===== src/rtl/store_align_unit_if.sv =====
// Store request and word-memory bus bundle for store_align_unit.
// Latency: none, plain wires.
// Backpressure: req_valid/req_ready on the request side. The memory side has no stall.
// Ports: req_valid/req_ready/req_addr/req_size/req_data form the request channel.
//        done/err are the completion pulses.
//        mem_addr/mem_re/mem_we/mem_wdata/mem_rdata form the word-memory port.
interface store_align_unit_if #(
  parameter int ADDR_WIDTH = 32,
  parameter int BIT_WIDTH  = 32
);
  logic                  req_valid;
  logic                  req_ready;
  logic [ADDR_WIDTH-1:0] req_addr;
  logic [1:0]            req_size;
  logic [BIT_WIDTH-1:0]  req_data;
  logic                  done;
  logic                  err;
  logic [ADDR_WIDTH-3:0] mem_addr;
  logic                  mem_re;
  logic                  mem_we;
  logic [BIT_WIDTH-1:0]  mem_wdata;
  logic [BIT_WIDTH-1:0]  mem_rdata;

  // master: requester plus memory model. slave: the store unit.
  modport master (
    output req_valid, req_addr, req_size, req_data, mem_rdata,
    input  req_ready, done, err, mem_addr, mem_re, mem_we, mem_wdata
  );

  modport slave (
    input  req_valid, req_addr, req_size, req_data, mem_rdata,
    output req_ready, done, err, mem_addr, mem_re, mem_we, mem_wdata
  );
endinterface


===== src/rtl/store_align_unit.sv =====
// Narrows SB/SH/SW operands into their byte lanes and writes a word-only memory, using read-modify-write for sub-word stores.
// Latency from accept T: word mem_we at T+1 and done at T+2; sub-word mem_we at T+2+READ_LATENCY and done one cycle later; err at T+1.
// Backpressure: req_ready is high only in IDLE, so exactly one store is in flight at a time.
// Ports: clk, rst_n (synchronous, active low) and bus (slave modport of store_align_unit_if).
module store_align_unit #(
  parameter int BIT_WIDTH    = 32,
  parameter int ADDR_WIDTH   = 32,
  parameter int READ_LATENCY = 1   // legal range is 1..3
) (
  input logic              clk,
  input logic              rst_n,
  store_align_unit_if.slave bus
);

  typedef enum logic [2:0] {IDLE, ERR, READ, WAIT, WRITE, DONE} state_t;

  // Only the fields that the merge needs are kept. The word address lives in
  // mem_addr, and the full word-store operand goes straight into mem_wdata.
  typedef struct packed {
    logic        half;
    logic [1:0]  lane;
    logic [15:0] data;
  } req_t;

  state_t         state;
  req_t           req_q;
  logic [1:0]     wait_cnt;
  logic           accept;
  logic           bad;
  logic [BIT_WIDTH-1:0] merged;

  assign bus.req_ready = (state == IDLE) && rst_n;
  assign accept        = bus.req_valid && bus.req_ready;

  always_comb begin
    bad = 1'b0;
    case (bus.req_size)
      2'b01:   bad = bus.req_addr[0];
      2'b10:   bad = |bus.req_addr[1:0];
      2'b11:   bad = 1'b1;
      default: bad = 1'b0;
    endcase
  end

  // Lane merge: the old word from memory, with the addressed byte or halfword replaced.
  always_comb begin
    merged = bus.mem_rdata;
    if (req_q.half)
      merged[{req_q.lane[1], 4'b0000} +: 16] = req_q.data;
    else
      merged[{req_q.lane, 3'b000} +: 8] = req_q.data[7:0];
  end

  always_ff @(posedge clk) begin
    if (!rst_n) begin
      state         <= IDLE;
      req_q         <= '0;
      wait_cnt      <= '0;
      bus.done      <= 1'b0;
      bus.err       <= 1'b0;
      bus.mem_re    <= 1'b0;
      bus.mem_we    <= 1'b0;
      bus.mem_addr  <= '0;
      bus.mem_wdata <= '0;
    end else begin
      // Strobes and write data are single-cycle by default.
      bus.done      <= 1'b0;
      bus.err       <= 1'b0;
      bus.mem_re    <= 1'b0;
      bus.mem_we    <= 1'b0;
      bus.mem_wdata <= '0;
      case (state)
        IDLE: begin
          if (accept) begin
            req_q <= '{half: bus.req_size[0], lane: bus.req_addr[1:0],
                       data: bus.req_data[15:0]};
            if (bad) begin
              state   <= ERR;
              bus.err <= 1'b1;
            end else if (bus.req_size == 2'b10) begin
              state         <= WRITE;
              bus.mem_we    <= 1'b1;
              bus.mem_wdata <= bus.req_data;
              bus.mem_addr  <= bus.req_addr[ADDR_WIDTH-1:2];
            end else begin
              state        <= READ;
              bus.mem_re   <= 1'b1;
              bus.mem_addr <= bus.req_addr[ADDR_WIDTH-1:2];
            end
          end
        end
        ERR: state <= IDLE;
        READ: begin
          state    <= WAIT;
          wait_cnt <= 2'(READ_LATENCY);
        end
        WAIT: begin
          // Read data is only trusted on the final wait cycle.
          if (wait_cnt == 2'd1) begin
            state         <= WRITE;
            bus.mem_we    <= 1'b1;
            bus.mem_wdata <= merged;
          end else begin
            wait_cnt <= wait_cnt - 2'd1;
          end
        end
        WRITE: begin
          state        <= DONE;
          bus.done     <= 1'b1;
          bus.mem_addr <= '0;
        end
        DONE:    state <= IDLE;
        default: state <= IDLE;
      endcase
    end
  end

endmodule

===== src/flat_wrapper.sv =====
// flat-port wrapper written by rule: the top's interface ports become plain ports
module store_align_unit_flat 
#(
  parameter int BIT_WIDTH    = 32,
  parameter int ADDR_WIDTH   = 32,
  parameter int READ_LATENCY = 1                         
)
  (clk, rst_n, bus_req_valid, bus_req_addr, bus_req_size, bus_req_data, bus_mem_rdata, bus_req_ready, bus_done, bus_err, bus_mem_addr, bus_mem_re, bus_mem_we, bus_mem_wdata);
  store_align_unit_if #(.ADDR_WIDTH(ADDR_WIDTH), .BIT_WIDTH(BIT_WIDTH)) bus_i ();
  input logic clk;
  input logic rst_n;
  input wire logic [$bits(bus_i.req_valid)-1:0] bus_req_valid;
  input wire logic [$bits(bus_i.req_addr)-1:0] bus_req_addr;
  input wire logic [$bits(bus_i.req_size)-1:0] bus_req_size;
  input wire logic [$bits(bus_i.req_data)-1:0] bus_req_data;
  input wire logic [$bits(bus_i.mem_rdata)-1:0] bus_mem_rdata;
  output wire logic [$bits(bus_i.req_ready)-1:0] bus_req_ready;
  output wire logic [$bits(bus_i.done)-1:0] bus_done;
  output wire logic [$bits(bus_i.err)-1:0] bus_err;
  output wire logic [$bits(bus_i.mem_addr)-1:0] bus_mem_addr;
  output wire logic [$bits(bus_i.mem_re)-1:0] bus_mem_re;
  output wire logic [$bits(bus_i.mem_we)-1:0] bus_mem_we;
  output wire logic [$bits(bus_i.mem_wdata)-1:0] bus_mem_wdata;
  assign bus_i.req_valid = bus_req_valid;
  assign bus_i.req_addr = bus_req_addr;
  assign bus_i.req_size = bus_req_size;
  assign bus_i.req_data = bus_req_data;
  assign bus_i.mem_rdata = bus_mem_rdata;
  assign bus_req_ready = bus_i.req_ready;
  assign bus_done = bus_i.done;
  assign bus_err = bus_i.err;
  assign bus_mem_addr = bus_i.mem_addr;
  assign bus_mem_re = bus_i.mem_re;
  assign bus_mem_we = bus_i.mem_we;
  assign bus_mem_wdata = bus_i.mem_wdata;
  store_align_unit #(.BIT_WIDTH(BIT_WIDTH), .ADDR_WIDTH(ADDR_WIDTH), .READ_LATENCY(READ_LATENCY)) u_core (.clk(clk), .rst_n(rst_n), .bus(bus_i));
endmodule

===== config.mk =====
export PLATFORM = sky130hd
export DESIGN_NAME = store_align_unit_flat
export DESIGN_NICKNAME = d
export VERILOG_FILES = /design/src/rtl/store_align_unit_if.sv /design/src/rtl/store_align_unit.sv /design/src/flat_wrapper.sv
export SDC_FILE = /design/constraint.sdc
export NUM_CORES = 1
export LEC_CHECK = 0
export ABC_AREA = 1
export CORE_MARGIN = 3
export CORE_UTILIZATION = 25
export CTS_CLUSTER_SIZE = 40
export DETAILED_ROUTE_END_ITERATION = 12
export PLACE_DENSITY = 0.6
export SLEW_MARGIN = 20
export SYNTH_ARGS = -nofsm -noshare
export SYNTH_HDL_FRONTEND = slang
export SYNTH_SLANG_ARGS = --single-unit

===== constraint.sdc =====
create_clock -name clk -period 2.8 [get_ports clk]
set_input_delay 0.56 -clock clk [delete_from_list [all_inputs] [get_ports clk]]
set_output_delay 0.56 -clock clk [all_outputs]
set_load 0.01 [all_outputs]

==> reports/metrics.yaml <==
power_density_mw_per_mm2: 538
grt_max_degree: 55
cts_setup_buffers: 0
layout-drive-gt1-share_pct: 4.95
synth_top_area_share_pct: 36.8
synthFlopType: "dfxtp_1"
die_h_um: 146
rsz0062_at_grt: "false"
crit_type: "in2out"
reg2reg_slack_ps: 680
clkSinkCount: 90
relSlewSlack_pct: 58.4
dieArea_mm2: 0.0213
gp_congestion: 0.804
clockRootBuffer: "clkbuf_16"
portBuffers: 167
ant_nets: 0
syn-num-nets: 888
synthAdderAreaFrac_pct: 1.53
core_area_mm2: 0.0190
p_int_uw: 2620
critPathCaptureType: "output pin"
worstPathMaxFanout: 3
row_count: 50
pwr-share-clk_pct: 35.1
vias: 5274
p_seq_share_pct: 37.6
synth-seq-cells: 90
timing.fmax_mhz: 423
power.switching_uw: 1200
synth_commonest_cells: "191 x nand2_1, 111 x a21oi_1, 94 x inv_1, 90 x dfxtp_1, 85 x nand3_1"
synth-simple-area-share_pct: 31.5
dpl.hpwl_um: 11600
yosys.area_share.xor_xnor_pct: 0
dr.pass1.iters: 4
swShare_pct: 31.4
slew_viol_final: 0
antenna_found_initial: 0
setup-violations-final: 0
final_util_pct: 37.5
post_cts_resized: 0
synth_cells: 781
start_util_pct: 25.8
synthMostInstantiatedCell: "nand2_1"
max_cap_violations: 0
ir_drop_v: 0.000301
cts-buffers-inserted: 9
tritoncts: "built"
p_comb_share_pct: 27.3
power_leakage_uw: 0.00296
synth_compound_area_share_pct: 17.7
clkTransAtPathRegs_ps: 60
clkLatencyLatePin_ps: 360
synth.distinct_cells: 25
grt_overflow_total: 0
synth_mux_area_share_pct: 0
synth.avg_cell_area_um2: 6.27
first_iter_violations: 381
ctsHoldBuffers: 0
tightest_slew_ps: 624
diodes: 0
fin_crit_sh_pct: 84.5
yosys.area.top_type: "dfxtp_1"
skew_ps: 10.3
grt_usage_pct: 15.3
drt-vias-per-instance: 4.44
synth_edf_count: 0
setup_slack_ps: 433
ys_seq_area_share_pct: 36.8
startpoint_type: "input port"
clockBufferDepth: 2
final_hold_viol_count: 0
synth_area_mm2: 0.00490
chipWidth_um: 146
drc: 0
htreeDepth: 3
tns_ps: 0
dp_worst_setup_slack_ps: 354
cp.required_ps: 2240
async_reset_ff_share_pct: 0
hold_class: "reg2reg"
place_inst: 1173
io_pins: 168
area_delta_synth_final_pct: 45.0
grt_pass1_wl_um: 26200
grt_pass1_vias: 4811
period_needed_ps: 2370
wl_per_cell_um: 13.9
synth_top_family_by_area: "simple AND/OR/NAND/NOR gates"
synth.area.top_cells: "dfxtp_1 37%, nand2_1 15%, a21oi_1 11%"
cp.arrival_ps: 1810
fillCellCount: 2025
nets: 1031
outcome: "completed"
stdcell_count: 1189
drt_wl_total_um: 16600
synth-warning-count: 0
==> worst paths after layout <==
check,startpoint,endpoint,depth (start not counted)
worst max-delay path,rst_n,bus_req_ready,4
worst max register to register,u_core.req_q[17]$_SDFFE_PN0P_,u_core.bus.mem_wdata[19]$_SDFF_PN0_,9
worst min register to register,u_core.wait_cnt[1]$_SDFFE_PN0P_,u_core.wait_cnt[1]$_SDFFE_PN0P_,2
worst min-delay path,u_core.wait_cnt[1]$_SDFFE_PN0P_,u_core.wait_cnt[1]$_SDFFE_PN0P_,2
==> logic make-up (layout without fill, tap and decap cells) <==
| logic type | after synthesis | in the layout |
|---|---|---|
| adders and majority gates | 6 | 6 |
| DFF | 90 | 90 |
| buffers and inverters | 151 | 299 |
| AOI/OAI and AO/OA | 166 | 166 |
| and+or+nand+nor | 368 | 368 |
==> metrics by stage <==
| step | instance area [um2] | hold WS (ps) | power (uW) |
|---|---|---|---|
| 6_report | 7100 | 466 | 3820 |
| 5_1_grt | 7100 | 483 | 4050 |
| 4_1_cts | 7100 | 463 | 3890 |
| 3_5_place_dp | 6790 | 453 | 2510 |
| 3_3_place_gp | 6790 | 451 | 2500 |
| 2_1_floorplan | 4900 | 439 | 2060 |
==> placed cells by master, fill, tap and decap left out <==
master	synthesis	routed
o21ai_0	45	45
bufinv_16	0	2
nor2_4	3	3
inv_6	0	1
clkinv_4	0	1
nor2_1	80	79
nand3_1	85	85
ha_1	6	6
o21ai_4	1	1
buf_12	0	1
nand2_1	191	191
clkbuf_16	0	9
clkinv_2	0	3
inv_2	6	6
buf_4	5	13
o211ai_1	8	8
clkdlybuf4s50_1	0	167
a21oi_1	111	111
nor3_1	3	3
nor2_2	1	2
nor3_2	1	1
a211oi_1	1	1
clkinv_1	2	2
nand2_4	2	2
nand2_2	1	1
nor3b_1	1	1
inv_1	94	94
dfxtp_1	90	90
==> worst max-delay path: stages <==
cell and delay [ps]:
clkdlybuf4s50_1 490, inv_2 80, nor2_4 130, clkdlybuf4s50_1 550
==> power groups by stage <==
stage               Clock, uW  Combinational (uW)  Sequential, uW
floorplan                   0                 568            1500
global placement            0                1040            1460
detailed placement          0                1040            1470
CTS                      1400                1050            1440
global route             1440                1170            1450
finish                   1340                1040            1440
==> area by class of cell <==
type                    instances  area, um2  share of cell area, %
repair buffers                181       1790                   25.2
flip-flops and latches         90       1800                   25.4
well taps                     260        325                   4.58
clock buffers                   9        225                   3.17
inverters                     102        383                   5.39
clock inverters                 7       92.6                   1.30
multi-input cells             540       2490                   35.0
==> flip-flops by register name (all words and copies together), names as in the netlist <==
signal,count
u_core.state,3
u_core.bus.err,1
u_core.bus.mem_re,1
u_core.bus.mem_we,1
u_core.req_q,19
u_core.bus.mem_wdata,32
u_core.wait_cnt,2
u_core.bus.mem_addr,30
u_core.bus.done,1
==> metal layers <==
layer / wire (um) / GRT usage, % / vias up / share of wire, %
met5: 0 / 0 / - / 0
li1: - / - / 2765 / -
met1: 7710 / 20.8 / 2348 / 47
met2: 7690 / 24.1 / 150 / 46
met4: 206 / 4.42 / 0 / 1.2
met3: 973 / 3.77 / 11 / 5.9
Power figures use the tool's default switching activity.
